## config.mk

```make
export PLATFORM = sky130hd
export DESIGN_NAME = sb_corner_param_flat
export DESIGN_NICKNAME = d
export VERILOG_FILES = /design/src/rtl/sb_corner_param_if.sv /design/src/rtl/sb_corner_param.sv /design/src/flat_wrapper.sv
export SDC_FILE = /design/constraint.sdc
export NUM_CORES = 1
export LEC_CHECK = 0
export ABC_AREA = 0
export ABC_CLOCK_PERIOD_IN_PS = 1700
export CAP_MARGIN = 0
export CORE_MARGIN = 3
export CORE_UTILIZATION = 60
export DETAILED_ROUTE_END_ITERATION = 10
export DONT_BUFFER_PORTS = 1
export GPL_ROUTABILITY_DRIVEN = 1
export PLACE_DENSITY_LB_ADDON = 0.2
export SLEW_MARGIN = 20
export SYNTH_ARGS = -nofsm -noshare
export SYNTH_HDL_FRONTEND = slang
export SYNTH_SLANG_ARGS = --single-unit
export TNS_END_PERCENT = 10
```

## constraint.sdc

```tcl
create_clock -name prog_clk -period 1.7 [get_ports prog_clk]
set_input_delay 0.34 -clock prog_clk [delete_from_list [all_inputs] [get_ports prog_clk]]
set_output_delay 0.34 -clock prog_clk [all_outputs]
set_load 0.05 [all_outputs]
```

## src/rtl/sb_corner_param_if.sv

```systemverilog
// Bus bundle for the corner switch block: configuration handshake plus channel and pad tracks.
// The master side drives programming and routing inputs; the slave side is the switch block.
interface sb_corner_param_if #(
  parameter int CHAN_WIDTH = 3,
  parameter int NUM_PADS   = 8
);
  logic                  prog_en;
  logic                  prog_commit;
  logic                  ccff_head;
  logic [CHAN_WIDTH-1:0] chany_top_in;
  logic [CHAN_WIDTH-1:0] chanx_right_in;
  logic [NUM_PADS-1:0]   pad_in;
  logic [CHAN_WIDTH-1:0] chany_top_out;
  logic [CHAN_WIDTH-1:0] chanx_right_out;
  logic                  ccff_tail;
  logic                  cfg_ready;
  logic                  cfg_active;
  logic                  cfg_err;

  modport master (
    output prog_en, prog_commit, ccff_head, chany_top_in, chanx_right_in, pad_in,
    input  chany_top_out, chanx_right_out, ccff_tail, cfg_ready, cfg_active, cfg_err
  );

  modport slave (
    input  prog_en, prog_commit, ccff_head, chany_top_in, chanx_right_in, pad_in,
    output chany_top_out, chanx_right_out, ccff_tail, cfg_ready, cfg_active, cfg_err
  );
endinterface

```

## src/rtl/sb_corner_param.sv

```systemverilog
// Corner switch block with a shadow/active configuration chain and muxed right-channel tracks.
// Optional feature: define SB_CFG_PARITY_EN to append an even-parity bit to each frame.
module sb_corner_param #(
  parameter int CHAN_WIDTH = 3,
  parameter int NUM_PADS   = 8
) (
  input logic             prog_clk,
  input logic             prog_rst_n,
  sb_corner_param_if.slave bus
);
  localparam int SEL_W     = $clog2(1 + (NUM_PADS + CHAN_WIDTH - 1) / CHAN_WIDTH);
  localparam int CFG_BITS  = CHAN_WIDTH * SEL_W;
  localparam int NSEL      = 1 << SEL_W;
  localparam int PAD_EXT_W = (NSEL - 1) * CHAN_WIDTH;
`ifdef SB_CFG_PARITY_EN
  localparam int FRAME_LEN = CFG_BITS + 1;
`else
  localparam int FRAME_LEN = CFG_BITS;
`endif
  localparam int CNT_W     = $clog2(FRAME_LEN + 1);

  localparam logic [1:0] S_UNCFG   = 2'd0;
  localparam logic [1:0] S_LOADING = 2'd1;
  localparam logic [1:0] S_LOADED  = 2'd2;
  localparam logic [1:0] S_ACTIVE  = 2'd3;

  logic [1:0]           r_state;
  logic [FRAME_LEN-1:0] r_shadow;
  logic [CFG_BITS-1:0]  r_active;
  logic [CNT_W-1:0]     r_cnt;
  logic                 r_cfg_active;
  logic                 r_cfg_err;

  logic                  w_in_loaded;
  logic                  w_parity_ok;
  logic                  w_commit_ok;
  logic                  w_commit_bad;
  logic                  w_do_shift;
  logic                  w_frame_start;
  logic                  w_last_shift;
  logic [CFG_BITS-1:0]   w_shadow_cfg;
  logic [PAD_EXT_W-1:0]  w_pad_ext;
  logic [CHAN_WIDTH-1:0] w_right_out;
  logic [NSEL-1:0]       w_cand [CHAN_WIDTH];
  logic [SEL_W-1:0]      w_sel  [CHAN_WIDTH];

  // Routing bits sit at the top of the shadow; a parity bit, if present, is the LSB.
  assign w_shadow_cfg = r_shadow[FRAME_LEN-1 -: CFG_BITS];

`ifdef SB_CFG_PARITY_EN
  assign w_parity_ok = ~(^r_shadow);
`else
  assign w_parity_ok = 1'b1;
`endif

  assign w_in_loaded   = (r_state == S_LOADED);
  assign w_commit_ok   = bus.prog_commit & w_in_loaded & w_parity_ok;
  assign w_commit_bad  = bus.prog_commit & ~(w_in_loaded & w_parity_ok);
  // A commit attempt in LOADED owns the cycle, even when it fails parity.
  assign w_do_shift    = bus.prog_en & ~(bus.prog_commit & w_in_loaded);
  assign w_frame_start = w_do_shift & ((r_state == S_UNCFG) | (r_state == S_ACTIVE));
  assign w_last_shift  = w_do_shift & (r_state == S_LOADING) &
                         (r_cnt == CNT_W'(FRAME_LEN - 1));

  always_ff @(posedge prog_clk or negedge prog_rst_n) begin
    if (!prog_rst_n) begin
      r_state      <= S_UNCFG;
      r_shadow     <= '0;
      r_active     <= '0;
      r_cnt        <= '0;
      r_cfg_active <= 1'b0;
      r_cfg_err    <= 1'b0;
    end else begin
      if (w_do_shift) begin
        r_shadow <= {r_shadow[FRAME_LEN-2:0], bus.ccff_head};
      end

      if (w_commit_ok) begin
        r_active     <= w_shadow_cfg;
        r_cfg_active <= 1'b1;
      end

      if (w_commit_ok) begin
        r_cnt <= '0;
      end else if (w_frame_start) begin
        r_cnt <= CNT_W'(1);
      end else if (w_do_shift && (r_cnt != CNT_W'(FRAME_LEN))) begin
        r_cnt <= r_cnt + CNT_W'(1);
      end

      if (w_commit_bad) begin
        r_cfg_err <= 1'b1;
      end else if (w_frame_start) begin
        r_cfg_err <= 1'b0;
      end

      if (w_commit_ok) begin
        r_state <= S_ACTIVE;
      end else if (w_frame_start) begin
        r_state <= S_LOADING;
      end else if (w_last_shift) begin
        r_state <= S_LOADED;
      end
    end
  end

  // Pads are zero-extended so every unreachable pad slot reads as 0.
  assign w_pad_ext = PAD_EXT_W'(bus.pad_in);

  genvar gi, gk;
  generate
    for (gi = 0; gi < CHAN_WIDTH; gi++) begin : g_track
      assign bus.chany_top_out[gi] = bus.chanx_right_in[(gi + 1) % CHAN_WIDTH];
      assign w_cand[gi][0]         = bus.chany_top_in[(gi + CHAN_WIDTH - 1) % CHAN_WIDTH];
      for (gk = 1; gk < NSEL; gk++) begin : g_pad
        assign w_cand[gi][gk] = w_pad_ext[gi + (gk - 1) * CHAN_WIDTH];
      end
      assign w_sel[gi]       = r_active[gi*SEL_W +: SEL_W];
      assign w_right_out[gi] = r_cfg_active & w_cand[gi][w_sel[gi]];
    end
  endgenerate

  assign bus.chanx_right_out = w_right_out;
  assign bus.ccff_tail       = r_shadow[FRAME_LEN-1];
  assign bus.cfg_ready       = w_in_loaded;
  assign bus.cfg_active      = r_cfg_active;
  assign bus.cfg_err         = r_cfg_err;
endmodule

```

## src/flat_wrapper.sv

```systemverilog
// flat-port wrapper written by rule: the top's interface ports become plain ports
module sb_corner_param_flat 
#(
  parameter int CHAN_WIDTH = 3,
  parameter int NUM_PADS   = 8
)
  (prog_clk, prog_rst_n, bus_prog_en, bus_prog_commit, bus_ccff_head, bus_chany_top_in, bus_chanx_right_in, bus_pad_in, bus_chany_top_out, bus_chanx_right_out, bus_ccff_tail, bus_cfg_ready, bus_cfg_active, bus_cfg_err);
  sb_corner_param_if #(.CHAN_WIDTH(CHAN_WIDTH), .NUM_PADS(NUM_PADS)) bus_i ();
  input logic prog_clk;
  input logic prog_rst_n;
  input wire logic [$bits(bus_i.prog_en)-1:0] bus_prog_en;
  input wire logic [$bits(bus_i.prog_commit)-1:0] bus_prog_commit;
  input wire logic [$bits(bus_i.ccff_head)-1:0] bus_ccff_head;
  input wire logic [$bits(bus_i.chany_top_in)-1:0] bus_chany_top_in;
  input wire logic [$bits(bus_i.chanx_right_in)-1:0] bus_chanx_right_in;
  input wire logic [$bits(bus_i.pad_in)-1:0] bus_pad_in;
  output wire logic [$bits(bus_i.chany_top_out)-1:0] bus_chany_top_out;
  output wire logic [$bits(bus_i.chanx_right_out)-1:0] bus_chanx_right_out;
  output wire logic [$bits(bus_i.ccff_tail)-1:0] bus_ccff_tail;
  output wire logic [$bits(bus_i.cfg_ready)-1:0] bus_cfg_ready;
  output wire logic [$bits(bus_i.cfg_active)-1:0] bus_cfg_active;
  output wire logic [$bits(bus_i.cfg_err)-1:0] bus_cfg_err;
  assign bus_i.prog_en = bus_prog_en;
  assign bus_i.prog_commit = bus_prog_commit;
  assign bus_i.ccff_head = bus_ccff_head;
  assign bus_i.chany_top_in = bus_chany_top_in;
  assign bus_i.chanx_right_in = bus_chanx_right_in;
  assign bus_i.pad_in = bus_pad_in;
  assign bus_chany_top_out = bus_i.chany_top_out;
  assign bus_chanx_right_out = bus_i.chanx_right_out;
  assign bus_ccff_tail = bus_i.ccff_tail;
  assign bus_cfg_ready = bus_i.cfg_ready;
  assign bus_cfg_active = bus_i.cfg_active;
  assign bus_cfg_err = bus_i.cfg_err;
  sb_corner_param #(.CHAN_WIDTH(CHAN_WIDTH), .NUM_PADS(NUM_PADS)) u_core (.prog_clk(prog_clk), .prog_rst_n(prog_rst_n), .bus(bus_i));
endmodule
```

After elaboration in Yosys (flattened, before gate mapping)
Index checks and enable logic that the tools add are counted.
W data, S select, Z words.
- bits in registers: 19
- $add $sub $neg: 1
- magnitude comparators: 3
- equal/unequal tests: 5
- muxes and demuxes: 14
- bitwise logic cells: 12
- reductions and logical operators: 5
- operators with widths (operator ; number):
    $and A1 B1 Y1 ; 9
    $lt A2 B3 Y1 const B ; 3
    $mux W3 ; 3
    $bmux W1 S2 ; 3
    $mux W2 ; 3
    $reduce_bool A3 Y1 ; 2
    $mux W1 ; 5
    $eq A2 B2 Y1 const B ; 2
    $add A3 B1 Y3 const B ; 1
    $eq A3 B3 Y1 const B ; 1
    $ne A3 B3 Y1 const B ; 1
    $eq A2 B1 Y1 const B ; 1
    $logic_not A2 Y1 ; 1
    $not A1 Y1 ; 2
    $reduce_bool A2 Y1 ; 1
    $logic_and A1 B1 Y1 ; 1
    $or A1 B1 Y1 ; 1

Depth between registers and ports, before layout
Gate-level depths: netlist of run 1.
- word-level depth: 9
- gate-level depth with buffers: 6
- gate-level depth less buffers: 5

Worst setup path before layout of run 1
No wires, ideal clock.
- kind: register to register
- start point: register u_core.r_state[0]
- end point: register u_core.r_shadow[0]
- library setup time: 125 ps
- arrival time: 1641 ps
- setup slack: -66 ps
- cell stages (with the launch flop): 7
- buffers on the path: 1
- cells stage by stage: dfrtp_1 -> inv_1 -> ha_1 -> nand2_1 -> and2_1 -> buf_6 -> mux2_4
- cells in the longest elaborated chain, start to end: 4
- RTL lines (element ; line ; RTL):
    start, declared ; sb_corner_param.sv:27 ; logic [1:0] r_state;
    start signal, assigned ; sb_corner_param.sv:67 ; r_state <= S_UNCFG;
    start signal, assigned ; sb_corner_param.sv:98 ; r_state <= S_ACTIVE;
    start signal, assigned ; sb_corner_param.sv:100 ; r_state <= S_LOADING;
    $eq A2 B2 Y1 ; sb_corner_param.sv:56 ; assign w_in_loaded = (r_state == S_LOADED);
    via bus_cfg_ready ; flat_wrapper.sv:20 ; output wire logic [$bits(bus_i.cfg_ready)-1:0] bus_cfg_ready;
    $and A1 B1 Y1 ; sb_corner_param.sv:60 ; assign w_do_shift = bus.prog_en & ~(bus.prog_commit & w_in_loaded);
    $not A1 Y1 ; sb_corner_param.sv:60 ;
    $and A1 B1 Y1 ; sb_corner_param.sv:60 ;
    end signal, assigned ; sb_corner_param.sv:75 ; r_shadow <= {r_shadow[FRAME_LEN-2:0], bus.ccff_head};
    end, declared ; sb_corner_param.sv:28 ; logic [FRAME_LEN-1:0] r_shadow;
The timed path passes the listed nets, and every way through them passes these cells.
A chain may end at the register's enable or synchronous reset.

Worst setup path after layout of run 1
- start point: register u_core.r_active[2]
- end point: output port bus_chanx_right_out[1]
- cells in the longest elaborated chain, start to end: 3
- RTL lines (element ; line ; RTL):
    start, declared ; sb_corner_param.sv:29 ; logic [CFG_BITS-1:0] r_active;
    start signal, assigned ; sb_corner_param.sv:79 ; r_active <= w_shadow_cfg;
    $bmux W1 S2 ; sb_corner_param.sv:119 ; assign w_right_out[gi] = r_cfg_active & w_cand[gi][w_sel[gi]];
    $mux W1 (not written as such) ; sb_corner_param.sv:119 ;
    $and A1 B1 Y1 ; sb_corner_param.sv:119 ;
    end, declared ; flat_wrapper.sv:18 ; output wire logic [$bits(bus_i.chanx_right_out)-1:0] bus_chanx_right_out;
Every way passes these cells. The select of a mux whose other input is x is not followed.

==> summary.md, run 1 <==
| Metric | Value |
|---|---|
| Status | `finished, violations left` |
| Failing checks | `negative setup slack` |
| Top cells by count, synth | `dfrtp_1 (19), mux2_2 (6), mux2_4 (6)` |
| Die Wd | `46.5 um` |
| Max IR drop VDD | `0.926 mV` |
| Syn_area_per_cell | `12.6 sq um` |
| Post-DP HPWL | `1.18 mm` |
| Final hold violations | `0` |
| CP endpoint kind | `primary output` |
| Synth area leaders | `dfrtp_1 (48%), mux2_4 (9.2%), mux2_2 (6.9%)` |
| Syn-to-layout area delta | `6.49%` |
| Final setup margin | `-0.100 ns` |
| Unrepaired setup endpoints after global routing | `yes` |
| Vias in the first global route | `542` |
| Root buffer cell | `clkbuf_4` |
| Crit path required time | `1.36 ns` |
| Max-cap viol count | `0` |
| Tot Pwr | `2.00 mW` |
| Syn_nets | `102` |
| Crit path kind | `register to primary output` |
| Post-synth cell types | `24` |
| Setup crit start kind | `register` |
| Sequential share of the synthesized area | `48.3%` |
| GRT Total Usage | `16.5%` |
| Fin cells | `97` |
| Final Setup Violations | `2` |
| Placed inst area | `998 sq um` |
| Rel. slew slack | `45.6%` |
| Final Instance Area | `1050 sq um` |
| Post-Route WL | `1.55 mm` |
| Clock transition at the registers of the reported paths | `0.10 ns` |
| Drt drc | `0` |
| IO Port Bufs | `0` |
| DRT Pass-1 Iters | `4` |
| CTS tree | `done` |
| FFs w/ async S/R, synth | `100%` |
| Post-synth EDFFs | `0` |
| Synthesis-stage register bit count | `19` |
| Clk buf depth | `2` |
| Initial Util | `69.5%` |
| Fin crit share | `106%` |
| PD cells | `1910 nW/um^2` |
| Final antenna-violating net count | `0` |
| Final RePlAce weighted congestion | `0.730` |
| Postcts setup bufs | `0` |
| Synth Warn # | `0` |
| Share of post-route cells with drive strength above 1 | `30.5%` |
| Top_reg_cell synth | `dfrtp_1` |
| Synthesized cell area | `983 sq um` |
| Synth top area share | `48.3%` |
| Cell accounting for the most synthesized area | `dfrtp_1` |
| Nets | `107` |
| CTS Buf Count | `3` |
| WL/cell | `16.0 um` |
| H-tree depth | `1` |
| Die height | `46.5 um` |
| Worst Max-Slew Pin Slew | `0.813 ns` |
| Skew-Pair Late Insertion Delay | `0.29 ns` |
| Largest fanout on the critical path | `2` |
| Max frequency | `556 MHz` |
| # diodes | `0` |
| CP Data Arrival Time | `1.46 ns` |
| Vias | `598` |
| Leak | `0.493 nW` |
| Tmin final | `1.80 ns` |
| Worst Skew | `0.00162 ns` |
| Die area | `2160 sq um` |
| Syn Inst Count | `78` |
| Ports | `29` |
| Final hold slack | `0.138 ns` |
| Vias per inst | `6.16` |
| # clock sinks | `19` |
| 1st-iter DRT viols | `9` |
| Placeable Area | `1420 sq um` |
| Type of the most critical hold path | `input port to register` |
| GRT Residual Overflow | `0` |
| Final Max Tran Viols | `0` |
| First-pass GRT wire length | `2.39 mm` |
| Pin count of the biggest net entering global routing | `20` |
| Inst Count DP | `92` |
| Rows | `13` |
| Count leader, synth | `dfrtp_1` |
| Initial antenna violation count | `0` |
## cell type report
cell class	count	area [sq um]
tap	15	18.8
timing repair buffer	6	55.1
multi-input combinational	48	453
fill	107	368
sequential	19	475
inverter	5	18.8
clock buffer	4	26.3
## worst paths after layout
path                                     from                endpoint  slack (ns)  cells after the start
setup / recovery           u_core.r_active[2]  bus_chanx_right_out[1]        -0.1                      3
hold / removal                bus_prog_commit         u_core.r_cnt[2]        0.14                      1
setup reg to reg            u_core.r_state[0]      u_core.r_shadow[1]        0.19                      5
hold reg to reg            u_core.r_active[1]      u_core.r_active[1]        0.53                      1
max in group asynchronous          prog_rst_n      u_core.r_active[3]        0.62                      1
min in group asynchronous          prog_rst_n      u_core.bus.cfg_err        0.58                      1
## critical path: stages (launching register included)
cell     delay [ns]
dfrtp_1        0.38
mux4_2         0.49
and2_4         0.15
buf_8          0.14
## per-layer routing
layer  vias up  part of all wire (%)  wire length, um  track usage, %
li1        283                     -                -               -
met1       292                    41              639            19.9
met2        19                    49              763            25.5
met3         4                   8.3              129            7.42
met4         0                   1.0               16            6.82
met5         -                     0                0               0
## cell families (layout without fill, tap and decap cells)
kind of cell,after synthesis,after routing,share of synthesized area (%)
AO/OA/AOI/OAI,11,11,7.25
adder cells (fa/ha/maj),5,5,6.36
buffers and inverters,11,15,6.36
flip-flops,19,19,48.3
multiplexers,15,15,21.6
AND/OR/NAND/NOR,17,17,10.1
## placed cells by master, fill, tap and decap left out, types with 2 or more instances in the layout
cell type  count
o21ai_0        3
clkbuf_4       3
mux2_2         6
a221oi_1       2
nand2_1        5
and2_1         3
and2_4         2
buf_4          4
dfrtp_1       19
mux2_4         6
ha_1           4
inv_1          5
a21oi_1        3
mux4_2         2
nand3b_1       2
## state kept, by name, summed over array words and instances, names as in the netlist
signal / flops
u_core.bus.cfg_active: 1
u_core.bus.cfg_err: 1
u_core.r_active: 6
u_core.r_cnt: 3
u_core.r_shadow: 6
u_core.r_state: 2
## what timing repair did
action / in CTS / in global routing
endpoints found under the hold margin: 19 / 0
resized for setup: 5 / 0
pin swaps: 1 / 0
setup endpoints to repair: 2 / 2
hold buffers: 1 / 0
## stage by stage
step / util, % / worst slack [ns] / setup TNS, ns
after global placement: 70.6 / 0.189 / 0
after detailed placement: 70.6 / 0.166 / 0
after CTS: 74.0 / -0.121 / -0.186
final: 74.0 / -0.100 / -0.140
after floorplan: - / 0.108 / 0
after global routing: 74.0 / -0.154 / -0.262
## report_power, final
| part | leakage [nW] | internal [mW] | switching [mW] | total (mW) |
|---|---|---|---|---|
| Sequential | 0.225 | 0.639 | 0.218 | 0.857 |
| Combinational | 0.253 | 0.463 | 0.465 | 0.928 |
| Clock | 0.0150 | 0.0912 | 0.124 | 0.215 |
Note: power is estimated with default switching activity, not from simulation.
==> run 2: changes to the inputs <==
==> constraint.sdc (replaced) <==
create_clock -name prog_clk -period 1.7 [get_ports prog_clk]
set_input_delay 0.34 -clock prog_clk [delete_from_list [all_inputs] [get_ports prog_clk]]
set_output_delay 0.34 -clock prog_clk [all_outputs]
set_load 0.1 [all_outputs]
==> summary.md, run 2 (synthesis gave the netlist of run 1 again) <==
| Metric | Value |
|---|---|
| Status | `finished, violations left` |
| Failing checks | `negative setup slack` |
| Type of the most critical hold path | `input port to register` |
| Final Setup Violations | `2` |
| Clock transition at the registers of the reported paths | `0.11 ns` |
| Drt drc | `0` |
| Filler Cell Count | `97` |
| CTS Buf Count | `3` |
| # diodes | `0` |
| WL/cell | `16.9 um` |
| First-pass GRT wire length | `2.70 mm` |
| Post-Route WL | `1.69 mm` |
| Vias in the first global route | `631` |
| Post-DP HPWL | `1.27 mm` |
| IO Port Bufs | `0` |
| Largest fanout on the critical path | `2` |
| Final RePlAce weighted congestion | `0.732` |
| Sum Neg Setup Slack | `-0.295 ns` |
| CTS tree | `done` |
| Final antenna-violating net count | `0` |
| Rel. slew slack | `46.3%` |
| Biggest regs | `u_core.r_active: 6 flops, u_core.r_shadow: 6 flops, u_core.r_cnt: 3 flops` |
| Worst Max-Slew Pin Slew | `0.803 ns` |
| Root buffer cell | `clkbuf_4` |
| Skew-Pair Late Insertion Delay | `0.30 ns` |
| Final core utilization | `78.2%` |
| Critical path cell sequence | `mux4_2 > and2_4 > buf_12` |
| CP Data Arrival Time | `1.51 ns` |
| Slowest-stage cell, CP | `mux4_2` |
| Crit path kind | `register to primary output` |
| 1st-iter DRT viols | `6` |
| Tot Pwr | `2.51 mW` |
| Placed inst area | `1060 sq um` |
| Crit path required time | `1.36 ns` |
| Unrepaired setup endpoints after global routing | `yes` |
| Final setup margin | `-0.152 ns` |
| Instance count on the critical path | `3` |
| GRT Total Usage | `18.2%` |
| Vias | `612` |
| Fin crit share | `109%` |
| Die height | `46.5 um` |
| Clk buf depth | `2` |
| Rows | `13` |
| Ports | `29` |
| Die Wd | `46.5 um` |
| Max frequency | `540 MHz` |
| Final Max Tran Viols | `0` |
| Commonest non-fill, non-tap cell in the layout | `dfrtp_1` |
| Vias per inst | `6.12` |
| Placeable Area | `1420 sq um` |
| Max-cap viol count | `0` |
| GRT Residual Overflow | `0` |
| Nets | `110` |
| Worst Skew | `0.00600 ns` |
| Share of post-route cells with drive strength above 1 | `36.5%` |
| H-tree depth | `1` |
| Setup crit start kind | `register` |
| Reg area | `477 sq um` |
| Initial antenna violation count | `0` |
| Die area | `2160 sq um` |
| CP peak stage delay | `0.51 ns` |
| Max IR drop VDD | `1.03 mV` |
| CP endpoint kind | `primary output` |
| PD cells | `2270 nW/um^2` |
| DRT Pass-1 Iters | `4` |
| # clock sinks | `19` |
| Leak | `0.516 nW` |
| Most frequent cells in the layout | `dfrtp_1 (18), mux2_4 (6), mux2_2 (6)` |
| Multi-input gate area | `454 sq um` |
| Final hold violations | `0` |
| Syn-to-layout area delta | `12.5%` |
| Delay-heaviest family, CP | `multiplexers` |
| Worst reg2reg path depth | `5` |
| Initial Util | `69.5%` |
| Pin count of the biggest net entering global routing | `20` |
| Crit path buffers/inverters | `1` |
| Final Instance Area | `1110 sq um` |
| Worst Hold Depth | `1` |
| Tmin final | `1.85 ns` |
[run 2: per-layer routing]
| metal | routed length [um] | GRT usage (%) | vias to the layer above |
|---|---|---|---|
| met5 | 0 | 0 | - |
| met4 | 15 | 5.11 | 0 |
| met3 | 122 | 7.42 | 3 |
| met2 | 900 | 33.0 | 16 |
| met1 | 648 | 19.1 | 308 |
| li1 | - | - | 285 |
[run 2: through the flow]
stage          worst slack (ns)  hold slack, ns  cells
2_1_floorplan           -0.0999          0.0444     78
3_3_place_gp              0.157          0.0449     95
3_5_place_dp              0.128          0.0448     95
4_1_cts                  -0.162           0.106    100
5_1_grt                  -0.197          0.0997    100
6_report                 -0.152           0.117    100
[run 2: what timing repair did]
item / in CTS / in global routing
setup endpoints to repair: 2 / 3
hold buffers: 1 / 0
pin swaps: 2 / 0
hold endpoints to repair: 19 / 0
resized for setup: 2 / 1
setup buffers: 0 / 0
[run 2: path summary, 6_finish.rpt]
path	slack, ns	to	startpoint
worst max-delay path	-0.15	bus_chanx_right_out[1]	u_core.r_active[2]
worst min-delay path	0.12	u_core.r_cnt[2]	bus_prog_commit
worst max register to register	0.17	u_core.r_shadow[4]	u_core.r_state[0]
worst min register to register	0.53	u_core.r_active[1]	u_core.r_active[1]
max in group asynchronous	0.59	u_core.bus.cfg_active	prog_rst_n
min in group asynchronous	0.55	u_core.r_cnt[2]	prog_rst_n
[run 2: worst register-to-register path: stages (launching register included)]
cell and delay, ns:
dfrtp_1 0.40, inv_1 0.06, ha_2 0.18, nand2_1 0.08
and2_1 0.37, mux2_4 0.34
[run 2: area by class of cell]
class	instances	area share, %
tap	15	1.70
clock buffer	3	2.04
inverter	5	1.70
sequential	19	43.1
clock inverter	1	0.679
multi-input combinational	48	41.1
timing repair buffer	9	9.73
[run 2: power breakdown]
| group | switching (mW) | leakage, nW | internal [mW] |
|---|---|---|---|
| combinational | 0.876 | 0.278 | 0.602 |
| sequential | 0.159 | 0.224 | 0.642 |
| clock | 0.139 | 0.0139 | 0.0899 |
| total | 1.17 | 0.516 | 1.33 |
==> run 3: changes to the inputs <==
--- a/config.mk
+++ b/config.mk
@@ -18,4 +18,3 @@
 export SYNTH_ARGS = -nofsm -noshare
 export SYNTH_HDL_FRONTEND = slang
 export SYNTH_SLANG_ARGS = --single-unit
-export TNS_END_PERCENT = 10
==> summary.md, run 3 (synthesis gave the netlist of run 1 again) <==
| Metric | Value |
|---|---|
| Initial Util | `69.5%` |
| GRT Total Usage | `20.0%` |
| Tmin final | `1.89 ns` |
| PD cells | `2270 nW/um^2` |
| Reg area | `477 sq um` |
| Final antenna-violating net count | `0` |
| Die height | `46.5 um` |
| Fin crit share | `111%` |
| Pin count of the biggest net entering global routing | `20` |
| Failing checks | `negative setup slack` |
| Final Max Tran Viols | `0` |
| Vias | `606` |
| Multi-input gate area | `463 sq um` |
| Unrepaired setup endpoints after global routing | `yes` |
| Most frequent cells in the layout | `dfrtp_1 (18), mux2_4 (6), mux2_2 (6)` |
| GRT Residual Overflow | `0` |
| Post-Route WL | `1.92 mm` |
| Vias per inst | `6.06` |
| Post-DP HPWL | `1.61 mm` |
| Fin cells | `100` |
| Final setup margin | `-0.191 ns` |
| Max-cap viol count | `0` |
| Final hold slack | `0.142 ns` |
| Crit path kind | `register to primary output` |
| IO Port Bufs | `0` |
| Rel. slew slack | `45.3%` |
| Final Setup Violations | `2` |
| First-pass GRT wire length | `2.77 mm` |
| Type of the most critical hold path | `input port to register` |
| H-tree depth | `1` |
| Skew-Pair Late Insertion Delay | `0.29 ns` |
| Rows | `13` |
| CTS tree | `done` |
| Commonest non-fill, non-tap cell in the layout | `dfrtp_1` |
| Pre-CTS WS | `0.0639 ns` |
| Die area | `2160 sq um` |
| CP endpoint kind | `primary output` |
| Initial antenna violation count | `0` |
| Setup crit start kind | `register` |
| Biggest regs | `u_core.r_active: 6 flops, u_core.r_shadow: 6 flops, u_core.r_cnt: 3 flops` |
| Final hold violations | `0` |
| # clock sinks | `19` |
| Status | `finished, violations left` |
| Placed inst area | `1070 sq um` |
| DRT Pass-1 Iters | `3` |
| Crit path required time | `1.36 ns` |
| 1st-iter DRT viols | `7` |
| Worst R2R End | `u_core.r_shadow[1]` |
| Sum Neg Setup Slack | `-0.355 ns` |
| Worst Max-Slew Pin Slew | `0.818 ns` |
| Die Wd | `46.5 um` |
| Nets | `110` |
| Share of post-route cells with drive strength above 1 | `35.3%` |
| Inst Count DP | `95` |
| Final core utilization | `78.5%` |
| Worst reg2reg path depth | `5` |
| Tot Pwr | `2.53 mW` |
| CTS Buf Count | `3` |
| Worst Hold Depth | `1` |
| Filler Cell Count | `74` |
| WL/cell | `19.2 um` |
| Largest fanout on the critical path | `2` |
| Max IR drop VDD | `1.04 mV` |
| Clock transition at the registers of the reported paths | `0.09 ns` |
| RR Startpoint | `u_core.r_state[0]` |
| Clk buf depth | `2` |
| HP Start | `bus_prog_commit` |
| Postcts setup bufs | `0` |
| WHS Endpoint | `u_core.r_cnt[2]` |
| R2R setup slack | `0.17 ns` |
| Worst Skew | `0.00583 ns` |
| Final Instance Area | `1110 sq um` |
| Max frequency | `529 MHz` |
| Root buffer cell | `clkbuf_4` |
| Ports | `29` |
| Placeable Area | `1420 sq um` |
| CP Data Arrival Time | `1.55 ns` |
| Leak | `0.517 nW` |
| Vias in the first global route | `594` |
| # diodes | `0` |
| Drt drc | `0` |
| Final RePlAce weighted congestion | `0.753` |
| Syn-to-layout area delta | `13.0%` |
-- run 3: worst max-delay path, cell delays in order, from the launching register on --
cell,delay [ns]
dfrtp_1,0.40
mux4_2,0.54
and2_4,0.16
buf_12,0.16
-- run 3: per-layer routing --
layer	global-route usage, %	part of all wire [%]	vias to the layer above	wire (um)
met3	7.42	7.1	6	137
met5	0	0	-	0
met1	21.1	36	290	696
met4	11.4	4.0	0	76
met2	33.8	52	25	1010
li1	-	-	285	-
-- run 3: area by class of cell --
cell class	instances	area share, %
sequential	19	42.9
multi-input combinational	48	41.7
timing repair buffer	9	9.68
clock buffer	4	2.36
inverter	5	1.69
tap	15	1.69
-- run 3: power breakdown --
part	internal, mW	total (mW)	switching (mW)
sequential	0.642	0.810	0.167
clock	0.0913	0.214	0.123
combinational	0.616	1.50	0.885
total	1.35	2.53	1.18
-- run 3: worst max path at each step --
stage,to,start,slack (ns)
floorplan,u_core.r_shadow[5],u_core.r_state[0],0.08
global placement,bus_chanx_right_out[0],u_core.r_active[0],0.16
detailed placement,bus_chanx_right_out[0],u_core.r_active[0],0.06
CTS,bus_chanx_right_out[0],u_core.r_active[0],-0.20
global route,bus_chanx_right_out[0],u_core.r_active[0],-0.23
finish,bus_chanx_right_out[0],u_core.r_active[0],-0.19
-- run 3: timing repair --
action | 4_1_cts | 5_1_grt
endpoints found under the hold margin | 19 | 0
pin swaps | 1 | 0
endpoints found under the setup margin | 3 | 3
hold buffers | 1 | 0
gates resized for setup | 2 | 0
